==> src/rtl/cpu_ctrl_if.sv <==
// ---------------------------------------------------------------------------
// cpu_ctrl_if : signal bundle between the hardwired control unit and the
// datapath (IR, Z flag, ALU, register file, memory port).
//
//   ir        opcode from the instruction register (datapath -> control)
//   z         accumulator zero flag                (datapath -> control)
//   mem_rdy   memory completes current access      (memory   -> control)
//   alus      ALU function code                    (control  -> ALU)
//   bsel      internal bus source select           (control  -> datapath)
//   *load/pcinc register strobes                   (control  -> datapath)
//   read/write memory request                      (control  -> memory)
//   halt      CPU stopped                          (control  -> system)
//   dbg_state current control state, for observation only
//
// Memory handshake: read or write is held high as a request; the access
// completes on the first rising clock edge at which mem_rdy is also high.
// The request drops on the following cycle. mem_rdy is ignored while no
// request is being made.
// ---------------------------------------------------------------------------
interface cpu_ctrl_if #(
  parameter int OPW   = 8,
  parameter int ALUSW = 7
);
  logic [OPW-1:0]   ir;
  logic             z;
  logic             mem_rdy;
  logic [ALUSW-1:0] alus;
  logic [2:0]       bsel;
  logic             arload;
  logic             pcload;
  logic             pcinc;
  logic             drload;
  logic             irload;
  logic             acload;
  logic             rload;
  logic             zload;
  logic             read;
  logic             write;
  logic             halt;
  logic [3:0]       dbg_state;

  // Control unit side
  modport master (
    input  ir, z, mem_rdy,
    output alus, bsel, arload, pcload, pcinc, drload, irload, acload,
           rload, zload, read, write, halt, dbg_state
  );

  // Datapath / environment side
  modport slave (
    output ir, z, mem_rdy,
    input  alus, bsel, arload, pcload, pcinc, drload, irload, acload,
           rload, zload, read, write, halt, dbg_state
  );
endinterface

==> src/rtl/cpu_ctrl.sv <==
// ---------------------------------------------------------------------------
// cpu_ctrl : hardwired control unit for the 8-bit accumulator CPU.
// Sequences fetch / decode / execute and drives the ALU function code,
// register strobes, bus source select and memory requests.
//
// Ports:
//   clk  system clock, rising edge
//   rst  asynchronous active-high reset (forces START, zeroes all outputs)
//   bus  cpu_ctrl_if.master : ir, z, mem_rdy in; alus, bsel, strobes,
//        read, write, halt, dbg_state out
//
// All outputs are combinational from the current state, ir, z and mem_rdy.
// ---------------------------------------------------------------------------
module cpu_ctrl #(
  parameter int OPW   = 8,
  parameter int ALUSW = 7
) (
  input  logic        clk,
  input  logic        rst,
  cpu_ctrl_if.master  bus
);

  typedef enum logic [3:0] {
    S_START  = 4'd0,
    S_FETCH1 = 4'd1,
    S_FETCH2 = 4'd2,
    S_FETCH3 = 4'd3,
    S_DECODE = 4'd4,
    S_EXEC   = 4'd5,
    S_ADDR1  = 4'd6,
    S_ADDR2  = 4'd7,
    S_SKIP   = 4'd8,
    S_LD1    = 4'd9,
    S_LD2    = 4'd10,
    S_ST1    = 4'd11,
    S_ST2    = 4'd12,
    S_HALT   = 4'd13
  } state_t;

  // Opcodes
  localparam logic [OPW-1:0] OP_LDAC = OPW'(8'h01);
  localparam logic [OPW-1:0] OP_STAC = OPW'(8'h02);
  localparam logic [OPW-1:0] OP_MVAC = OPW'(8'h03);
  localparam logic [OPW-1:0] OP_MOVR = OPW'(8'h04);
  localparam logic [OPW-1:0] OP_JUMP = OPW'(8'h05);
  localparam logic [OPW-1:0] OP_JMPZ = OPW'(8'h06);
  localparam logic [OPW-1:0] OP_JPNZ = OPW'(8'h07);
  localparam logic [OPW-1:0] OP_ADD  = OPW'(8'h08);
  localparam logic [OPW-1:0] OP_SUB  = OPW'(8'h09);
  localparam logic [OPW-1:0] OP_AND  = OPW'(8'h0A);
  localparam logic [OPW-1:0] OP_OR   = OPW'(8'h0B);
  localparam logic [OPW-1:0] OP_XOR  = OPW'(8'h0C);
  localparam logic [OPW-1:0] OP_INAC = OPW'(8'h0D);
  localparam logic [OPW-1:0] OP_CLAC = OPW'(8'h0E);
  localparam logic [OPW-1:0] OP_NOT  = OPW'(8'h0F);
  localparam logic [OPW-1:0] OP_HALT = OPW'(8'h10);

  // ALU function codes
  localparam logic [ALUSW-1:0] ALU_IDLE = ALUSW'(0);
  localparam logic [ALUSW-1:0] ALU_ADD  = ALUSW'(1);
  localparam logic [ALUSW-1:0] ALU_SUB  = ALUSW'(2);
  localparam logic [ALUSW-1:0] ALU_AND  = ALUSW'(3);
  localparam logic [ALUSW-1:0] ALU_OR   = ALUSW'(4);
  localparam logic [ALUSW-1:0] ALU_XOR  = ALUSW'(5);
  localparam logic [ALUSW-1:0] ALU_INC  = ALUSW'(6);
  localparam logic [ALUSW-1:0] ALU_CLR  = ALUSW'(7);
  localparam logic [ALUSW-1:0] ALU_NOT  = ALUSW'(8);
  localparam logic [ALUSW-1:0] ALU_PASS = ALUSW'(9);

  // Bus sources
  localparam logic [2:0] B_NONE = 3'd0;
  localparam logic [2:0] B_PC   = 3'd1;
  localparam logic [2:0] B_DR   = 3'd2;
  localparam logic [2:0] B_AC   = 3'd3;
  localparam logic [2:0] B_R    = 3'd4;
  localparam logic [2:0] B_MEM  = 3'd5;

  state_t           r_state;
  state_t           w_next;
  logic [ALUSW-1:0] w_alus;
  logic [ALUSW-1:0] w_alu_code;
  logic [2:0]       w_bsel;
  logic             w_arload, w_pcload, w_pcinc, w_drload, w_irload;
  logic             w_acload, w_rload, w_zload, w_read, w_write, w_halt;

  // ALU code for the register/accumulator operations; IR stays stable
  // from DECODE through EXEC, so it is read directly.
  always_comb begin
    w_alu_code = ALU_IDLE;
    case (bus.ir)
      OP_MOVR: w_alu_code = ALU_PASS;
      OP_ADD:  w_alu_code = ALU_ADD;
      OP_SUB:  w_alu_code = ALU_SUB;
      OP_AND:  w_alu_code = ALU_AND;
      OP_OR:   w_alu_code = ALU_OR;
      OP_XOR:  w_alu_code = ALU_XOR;
      OP_INAC: w_alu_code = ALU_INC;
      OP_CLAC: w_alu_code = ALU_CLR;
      OP_NOT:  w_alu_code = ALU_NOT;
      default: w_alu_code = ALU_IDLE;
    endcase
  end

  always_ff @(posedge clk or posedge rst) begin
    if (rst) r_state <= S_START;
    else     r_state <= w_next;
  end

  always_comb begin
    w_next   = r_state;
    w_alus   = ALU_IDLE;
    w_bsel   = B_NONE;
    w_arload = 1'b0;
    w_pcload = 1'b0;
    w_pcinc  = 1'b0;
    w_drload = 1'b0;
    w_irload = 1'b0;
    w_acload = 1'b0;
    w_rload  = 1'b0;
    w_zload  = 1'b0;
    w_read   = 1'b0;
    w_write  = 1'b0;
    w_halt   = 1'b0;

    case (r_state)
      S_START: w_next = S_FETCH1;

      S_FETCH1: begin
        w_bsel   = B_PC;
        w_arload = 1'b1;
        w_next   = S_FETCH2;
      end

      // Instruction word read; DR captures and PC advances only on the
      // completing cycle.
      S_FETCH2: begin
        w_read = 1'b1;
        w_bsel = B_MEM;
        if (bus.mem_rdy) begin
          w_drload = 1'b1;
          w_pcinc  = 1'b1;
          w_next   = S_FETCH3;
        end
      end

      S_FETCH3: begin
        w_bsel   = B_DR;
        w_irload = 1'b1;
        w_arload = 1'b1;
        w_next   = S_DECODE;
      end

      S_DECODE: begin
        case (bus.ir)
          OP_LDAC, OP_STAC, OP_JUMP: w_next = S_ADDR1;
          OP_JMPZ: w_next = bus.z ? S_ADDR1 : S_SKIP;
          OP_JPNZ: w_next = bus.z ? S_SKIP : S_ADDR1;
          OP_MVAC, OP_MOVR, OP_ADD, OP_SUB, OP_AND, OP_OR, OP_XOR,
          OP_INAC, OP_CLAC, OP_NOT: w_next = S_EXEC;
          OP_HALT: w_next = S_HALT;
          default: w_next = S_FETCH1;
        endcase
      end

      S_EXEC: begin
        case (bus.ir)
          OP_MVAC: begin
            w_bsel  = B_AC;
            w_rload = 1'b1;
          end
          OP_MOVR, OP_ADD, OP_SUB, OP_AND, OP_OR, OP_XOR: begin
            w_bsel   = B_R;
            w_alus   = w_alu_code;
            w_acload = 1'b1;
            w_zload  = 1'b1;
          end
          // Unary accumulator ops take no bus operand.
          OP_INAC, OP_CLAC, OP_NOT: begin
            w_alus   = w_alu_code;
            w_acload = 1'b1;
            w_zload  = 1'b1;
          end
          default: ;
        endcase
        w_next = S_FETCH1;
      end

      // Address word read, same completion rule as the instruction fetch.
      S_ADDR1: begin
        w_read = 1'b1;
        w_bsel = B_MEM;
        if (bus.mem_rdy) begin
          w_drload = 1'b1;
          w_pcinc  = 1'b1;
          w_next   = S_ADDR2;
        end
      end

      S_ADDR2: begin
        w_bsel = B_DR;
        case (bus.ir)
          OP_LDAC: begin
            w_arload = 1'b1;
            w_next   = S_LD1;
          end
          OP_STAC: begin
            w_arload = 1'b1;
            w_next   = S_ST1;
          end
          OP_JUMP, OP_JMPZ, OP_JPNZ: begin
            w_pcload = 1'b1;
            w_next   = S_FETCH1;
          end
          default: w_next = S_FETCH1;
        endcase
      end

      // Branch not taken: step PC over the unused address word.
      S_SKIP: begin
        w_pcinc = 1'b1;
        w_next  = S_FETCH1;
      end

      S_LD1: begin
        w_read = 1'b1;
        w_bsel = B_MEM;
        if (bus.mem_rdy) begin
          w_drload = 1'b1;
          w_next   = S_LD2;
        end
      end

      S_LD2: begin
        w_bsel   = B_DR;
        w_alus   = ALU_PASS;
        w_acload = 1'b1;
        w_zload  = 1'b1;
        w_next   = S_FETCH1;
      end

      S_ST1: begin
        w_bsel   = B_AC;
        w_drload = 1'b1;
        w_next   = S_ST2;
      end

      S_ST2: begin
        w_bsel  = B_DR;
        w_write = 1'b1;
        if (bus.mem_rdy) w_next = S_FETCH1;
      end

      S_HALT: w_halt = 1'b1;

      default: w_next = S_START;
    endcase

    // Reset kills every request and strobe immediately, without waiting
    // for the state register to be cleared.
    if (rst) begin
      w_alus   = ALU_IDLE;
      w_bsel   = B_NONE;
      w_arload = 1'b0;
      w_pcload = 1'b0;
      w_pcinc  = 1'b0;
      w_drload = 1'b0;
      w_irload = 1'b0;
      w_acload = 1'b0;
      w_rload  = 1'b0;
      w_zload  = 1'b0;
      w_read   = 1'b0;
      w_write  = 1'b0;
      w_halt   = 1'b0;
    end
  end

  assign bus.alus      = w_alus;
  assign bus.bsel      = w_bsel;
  assign bus.arload    = w_arload;
  assign bus.pcload    = w_pcload;
  assign bus.pcinc     = w_pcinc;
  assign bus.drload    = w_drload;
  assign bus.irload    = w_irload;
  assign bus.acload    = w_acload;
  assign bus.rload     = w_rload;
  assign bus.zload     = w_zload;
  assign bus.read      = w_read;
  assign bus.write     = w_write;
  assign bus.halt      = w_halt;
  assign bus.dbg_state = r_state;

endmodule

==> src/flat_wrapper.sv <==
// flat-port wrapper written by rule: the top's interface ports become plain ports
module cpu_ctrl_flat 
#(
  parameter int OPW   = 8,
  parameter int ALUSW = 7
)
  (clk, rst, bus_ir, bus_z, bus_mem_rdy, bus_alus, bus_bsel, bus_arload, bus_pcload, bus_pcinc, bus_drload, bus_irload, bus_acload, bus_rload, bus_zload, bus_read, bus_write, bus_halt, bus_dbg_state);
  cpu_ctrl_if #(.OPW(OPW), .ALUSW(ALUSW)) bus_i ();
  input  logic clk;
  input  logic rst;
  input wire logic [$bits(bus_i.ir)-1:0] bus_ir;
  input wire logic [$bits(bus_i.z)-1:0] bus_z;
  input wire logic [$bits(bus_i.mem_rdy)-1:0] bus_mem_rdy;
  output wire logic [$bits(bus_i.alus)-1:0] bus_alus;
  output wire logic [$bits(bus_i.bsel)-1:0] bus_bsel;
  output wire logic [$bits(bus_i.arload)-1:0] bus_arload;
  output wire logic [$bits(bus_i.pcload)-1:0] bus_pcload;
  output wire logic [$bits(bus_i.pcinc)-1:0] bus_pcinc;
  output wire logic [$bits(bus_i.drload)-1:0] bus_drload;
  output wire logic [$bits(bus_i.irload)-1:0] bus_irload;
  output wire logic [$bits(bus_i.acload)-1:0] bus_acload;
  output wire logic [$bits(bus_i.rload)-1:0] bus_rload;
  output wire logic [$bits(bus_i.zload)-1:0] bus_zload;
  output wire logic [$bits(bus_i.read)-1:0] bus_read;
  output wire logic [$bits(bus_i.write)-1:0] bus_write;
  output wire logic [$bits(bus_i.halt)-1:0] bus_halt;
  output wire logic [$bits(bus_i.dbg_state)-1:0] bus_dbg_state;
  assign bus_i.ir = bus_ir;
  assign bus_i.z = bus_z;
  assign bus_i.mem_rdy = bus_mem_rdy;
  assign bus_alus = bus_i.alus;
  assign bus_bsel = bus_i.bsel;
  assign bus_arload = bus_i.arload;
  assign bus_pcload = bus_i.pcload;
  assign bus_pcinc = bus_i.pcinc;
  assign bus_drload = bus_i.drload;
  assign bus_irload = bus_i.irload;
  assign bus_acload = bus_i.acload;
  assign bus_rload = bus_i.rload;
  assign bus_zload = bus_i.zload;
  assign bus_read = bus_i.read;
  assign bus_write = bus_i.write;
  assign bus_halt = bus_i.halt;
  assign bus_dbg_state = bus_i.dbg_state;
  cpu_ctrl #(.OPW(OPW), .ALUSW(ALUSW)) u_core (.clk(clk), .rst(rst), .bus(bus_i));
endmodule
==> config.mk <==
export PLATFORM = sky130hd
export DESIGN_NAME = cpu_ctrl_flat
export DESIGN_NICKNAME = d
export VERILOG_FILES = /design/src/rtl/cpu_ctrl_if.sv /design/src/rtl/cpu_ctrl.sv /design/src/flat_wrapper.sv
export SDC_FILE = /design/constraint.sdc
export NUM_CORES = 1
export LEC_CHECK = 0
export ABC_AREA = 1
export CORE_MARGIN = 2
export CORE_UTILIZATION = 45
export CTS_CLUSTER_DIAMETER = 60
export CTS_CLUSTER_SIZE = 40
export DETAILED_ROUTE_END_ITERATION = 10
export GPL_TIMING_DRIVEN = 0
export PLACE_DENSITY = 0.8
export RECOVER_POWER = 100
export SYNTH_ARGS = -nofsm -noshare
export SYNTH_HDL_FRONTEND = slang
export SYNTH_SLANG_ARGS = --single-unit
==> constraint.sdc <==
create_clock -name clk -period 3.7 [get_ports clk]
set_clock_uncertainty 0.2 [all_clocks]
set_input_delay 1.11 -clock clk [delete_from_list [all_inputs] [get_ports clk]]
set_output_delay 1.11 -clock clk [all_outputs]
set_load 0.02 [all_outputs]
== Word-level counts from Yosys, hierarchy flattened ==
Memories as Yosys holds them, arrays and structs flattened.
Index checks and enable logic that the tools add are counted.
Storage, ports and cells
  register bits after elaboration: 4
  memory bits (read-only): 64
  input port bits: 12
  output and inout port bits: 25
  word-level logic and storage cells: 91
  memories kept: 1
Operators by class
  eq/ne operators: 33
  muxes and demuxes: 41
  bitwise operators: 1
  reductions and logical operators: 14
Memory list
  (no name shown): depth 16, bits a word 4, read ports 1, clocked after memory_dff 0, write ports 0, line cpu_ctrl.sv:90  | case (bus.ir)
Operators with widths (count)
  $eq 8x4->1 const B: 8
  $pmux 4 s11: 1
  $eq 8x3->1 const B: 4
  $eq 4x4->1 const B: 6
  $mux 4: 6
  $mux 1: 21
  $mux 7: 3
  $pmux 4 s5: 1
  $eq 4x3->1 const B: 4
  $eq 8x2->1 const B: 2
  $pmux 3 s5: 1
  $pmux 7 s2: 1
  $reduce_or 10->1: 1
  $reduce_or 3->1: 3
  $reduce_or 9->1: 1
  $eq 4x2->1 const B: 2
  $eq 8x1->1 const B: 1
  $eq 8x5->1 const B: 1
  $logic_not 4->1: 2
  $ne 2x2->1 const B: 4
  $pmux 1 s2: 4
  $pmux 4 s2: 1
  $reduce_or 4->1: 2
  $pmux 3 s2: 1
  6 further kinds: 8

== Depth between registers and ports, before layout ==
  word-level depth: 5
  depth in mapped cells: 14
  mapped depth without buffers: 14

== Least setup slack after synthesis ==
OpenSTA, ideal clock, no wires.
  path kind: input-to-output
  start: in bus_ir[0]
  end: out bus_zload
  data arrival time: 2341 ps
  data required time: 2390 ps
  path slack: 49 ps
  stages: 13
  path buffers: 1
  path through: inv_1 ha_1 inv_1 nand2_1 nand2_2 nand2_1 nand2_2 nand3_2 o21ai_2 nand2_1 nand2_1 inv_1 buf_4
On the way
  cells in the longest elaborated chain, start to end: 5
  elaborated cells on any way between the ends: 13
  those cells by class: eq/ne (9); mux (3); reduce/logical (1)
RTL lines
  start: declaration: line flat_wrapper.sv:11  | input wire logic [$bits(bus_i.ir)-1:0] bus_ir;
  $eq 8x3->1 / $eq 8x4->1 (equally long branches)
  $reduce_or 9->1 (no source line) *
  $mux 1 *
  $pmux 1 s2 *
  $mux 1 *
  end: declaration: line flat_wrapper.sv:23  | output wire logic [$bits(bus_i.zload)-1:0] bus_zload;
Mark *: on every way between the ends. The rest lies on a longest branch, timed or not.

== Final worst setup path ==
  start: in bus_ir[0]
  end: out bus_alus[2]
On the way
  cells in the longest elaborated chain, start to end: 5
  elaborated cells on any way between the ends: 15
  those cells by class: eq/ne (9); mux (4); reduce/logical (1); memory (1)
RTL lines
  $mem_v2 16x4 (tied with other cells)
  $mux 7 / $reduce_or 9->1 (equally long branches)
  $mux 7 *: line cpu_ctrl.sv:166  | case (bus.ir)
  $pmux 7 s2 *: line cpu_ctrl.sv:125  | case (r_state)
  $mux 7 *: line cpu_ctrl.sv:260  | if (rst) begin
  end: declaration: line flat_wrapper.sv:14  | output wire logic [$bits(bus_i.alus)-1:0] bus_alus;
Marked as above.

==> impl_metrics.csv <==
group,metric,value,unit
logic_synthesis,synth.most_common_cell,"nand2_1",
layout,largest_reg_flops,4,
clock_network,insertion_delay,0.24,ns
die,dieArea,0.002687,mm2
routing,routed_via_density,5.080,
worst_setup_path,cp_slowest_cell,"nand4_1",
logic_synthesis,ys_seq_area_share,9.721,%
logic_synthesis,ys_async_sr_fraction,100.0,%
clock_network,cts.sinks,4,
global_route,grt_max_degree,11,
pwr,p_leak,0.8672,nW
clock_network,htree_levels,1,
worst_setup_path,path_cells,"buf_8, inv_4, ha_2, inv_2, nand2_2, nand4_1, nand3_4, o21ai_2, buf_4, nor4_2, buf_2",
global_route,grt_pass1_vias,1225,
pwr,p_clk_share,11.3,%
logic_synthesis,synth_edf_count,0,
clock_network,cts_root_buf,"clkbuf_4",
logic_synthesis,yosys_warnings,0,
logic_synthesis,netlist_instances,184,
routing,vias,1341,
pwr,vdd_drop_max,271.2,uV
place,gp_congestion,0.8849,
pwr,powerDensity,322.3,mW/mm2
worst_setup_path,cp_data_required_time,2.39,ns
worst_setup_path,max_stage_delay,0.20,ns
layout,antenna_cells,0,
pwr,sequentialPowerShare,16.7,%
global_route,grt_util_all_layers,23.78,%
routing,wl,3121,um
clock_network,clk_path_buf_depth,2,
routing,dr.pass1.iters,4,
logic_synthesis,syn-cell-area,0.001030,mm2
pwr,p_int,0.2272,mW
worst_setup_path,cp_max_fo,4,
clock_network,cts_hold_buf,0,
routing,wl_per_cell,11.82,um
worst_setup_path,worstPathArrival,2.41,ns
hold_path,hold_path_class,"flip-flop to flip-flop",
logic_synthesis,synth_top_cell_by_area,"nand2_1",
worst_setup_path,worstSetupStartpointType,"primary input",
clock_network,path_clk_slew,0.03,ns
logic_synthesis,ys_types,31,
status,outcome,"finished, violations left",
timing,slew_violations,0,
place,dp_hpwl,2209,um
logic_synthesis,syn_area_per_cell,5.596,um2
clock_network,cts_buffers,3,
die,die_x,51.84,um
status,violations,"setup timing",
logic_synthesis,synth_common_cells,"48 x nand2_1, 28 x inv_1, 25 x nor2_1",
timing,hold_ws,0.3945,ns
routing,ant_nets,0,
global_route,grt_first_pass_wirelength,4940,um
layout,syn_to_final_growth,48.24,%
timing,hold_viol_final,0,
global_route,antenna_found_initial,0,
timing,clock.fmax,268.9,MHz
die,core,0.002191,mm2
routing,drt_iter0_drc,38,
die,ios,37,
place,io_buffers,33,
die,die_h,51.84,um
logic_synthesis,ys.flop_type,"dfrtp_1",
timing,rsz0062_at_grt,"yes",
worst_setup_path,critPathCaptureType,"output pin",
layout,drive_gt1_share,36.44,%
timing,setup-tns-final,-0.01929,ns
worst_setup_path,setup.worst_path.class,"primary input to output pin",
layout,n_fill_cell,190,
logic_synthesis,synth_top_area_share,17.50,%
die,row_count,17,
pwr,power_frac_comb,72.0,%
timing,min_period_over_period,100.5,%
layout,post-route-util,69.67,%
pwr,p_switching,0.2648,mW
timing,setup_viol,1,
pwr,total_power,0.4920,mW
routing,route.detailed.drc,0,
timing,finalWorstPathRequiredPeriod,3.719,ns
timing,setup_ws,-0.01929,ns
die,initial_core_util,47.00,%
global_route,grt.overflow.total,0,
run,maxCapViolCount,0,
pwr,p_sw_share,53.81,%
logic_synthesis,synthTopCellsByArea,"nand2_1 17%, inv_1 10%, dfrtp_1 9.7%",
clock_network,cts_tree,"done",
layout,nets,255,
logic_synthesis,synth_seq_cells,4,
-- per-layer routing --
metal | part of all wire, % | GRT usage (%) | vias up
li1 | - | - | 677
met1 | 40 | 27.79 | 605
met2 | 51 | 44.09 | 53
met3 | 6.8 | 4.598 | 6
met4 | 1.7 | 5.263 | 0
met5 | 0 | 0 | -
-- cell families after synthesis --
kind of cell | synth area share, %
fa+ha+maj | 6.075
buf+inv | 15.92
flops | 9.721
other cells | 0.3642
compound gates | 12.39
simple gates | 55.53
-- final timing paths --
check	from	to	slack, ns	depth (start not counted)
max	bus_ir[0]	bus_alus[2]	-0.02	11
min	u_core.bus.dbg_state[0]$_DFFE_PP0P_	u_core.bus.dbg_state[0]$_DFFE_PP0P_	0.39	2
max reg2reg	u_core.bus.dbg_state[0]$_DFFE_PP0P_	u_core.bus.dbg_state[3]$_DFFE_PP0P_	1.95	10
min reg2reg	u_core.bus.dbg_state[0]$_DFFE_PP0P_	u_core.bus.dbg_state[0]$_DFFE_PP0P_	0.39	2
max in group asynchronous	rst	u_core.bus.dbg_state[0]$_DFFE_PP0P_	2.15	2
min in group asynchronous	rst	u_core.bus.dbg_state[2]$_DFFE_PP0P_	0.99	2
-- repair_timing --
action                     CTS  global route
gates resized for setup    102            11
setup endpoints to repair   18            12
pin swaps                   10             6
gates cloned                 0             0
setup buffers               11             3
hold endpoints to repair     0             0
-- critical path: cells and delay by family --
family	cells	cell delay [ns]
AOI/OAI and AO/OA	1	0.06
and+or+nand+nor	4	0.54
buffers and inverters	5	0.53
adders and majority gates	1	0.16
-- final cells by class --
| type | count | area [um2] | share of cell area (%) |
|---|---|---|---|
| plain buffers | 6 | 40.04 | 2.623 |
| clock buffers | 3 | 22.52 | 1.475 |
| inverters | 33 | 130.1 | 8.525 |
| multi-input cells | 143 | 819.5 | 53.69 |
| flip-flops and latches | 4 | 100.1 | 6.557 |
| well taps | 28 | 35.03 | 2.295 |
| repair buffers | 47 | 379.1 | 24.84 |
-- through the flow --
stage                     std cells  area [um2]  setup WS [ns]
after global placement          247        1403         -1.067
after floorplan                 186        1037        0.04869
after detailed placement        247        1403         -1.095
after CTS                       261        1503      0.0001847
after global routing            264        1526        -0.1006
final                           264        1526       -0.01929
-- placed cells by master, fill, tap and decap left out, drive strengths merged --
master | Yosys | final
nand4 | 4 | 4
a31oi | 2 | 2
nor3 | 4 | 4
clkdlybuf4s50 | 0 | 7
a221oi | 1 | 1
ha | 5 | 5
o21a | 1 | 1
dfrtp | 4 | 4
a21oi | 11 | 11
nand3 | 8 | 8
inv | 32 | 32
nor2 | 36 | 36
nand2 | 59 | 59
o22a | 1 | 1
o21ai | 4 | 4
clkinv | 1 | 1
clkdlybuf4s15 | 0 | 4
o21bai | 1 | 1
nor4 | 3 | 3
conb | 1 | 3
clkbuf | 2 | 7
buf | 4 | 33
dlygate4sd2 | 0 | 5
-- power by group through the flow --
stage	sequential (mW)	clock, mW	combinational (mW)
2_1_floorplan	0.0951	0	0.210
3_3_place_gp	0.0816	0	0.346
3_5_place_dp	0.0816	0	0.351
4_1_cts	0.0810	0.0568	0.347
5_1_grt	0.0850	0.0596	0.388
6_report	0.0822	0.0557	0.354
No activity file was read; power rests on OpenSTA's default activity.
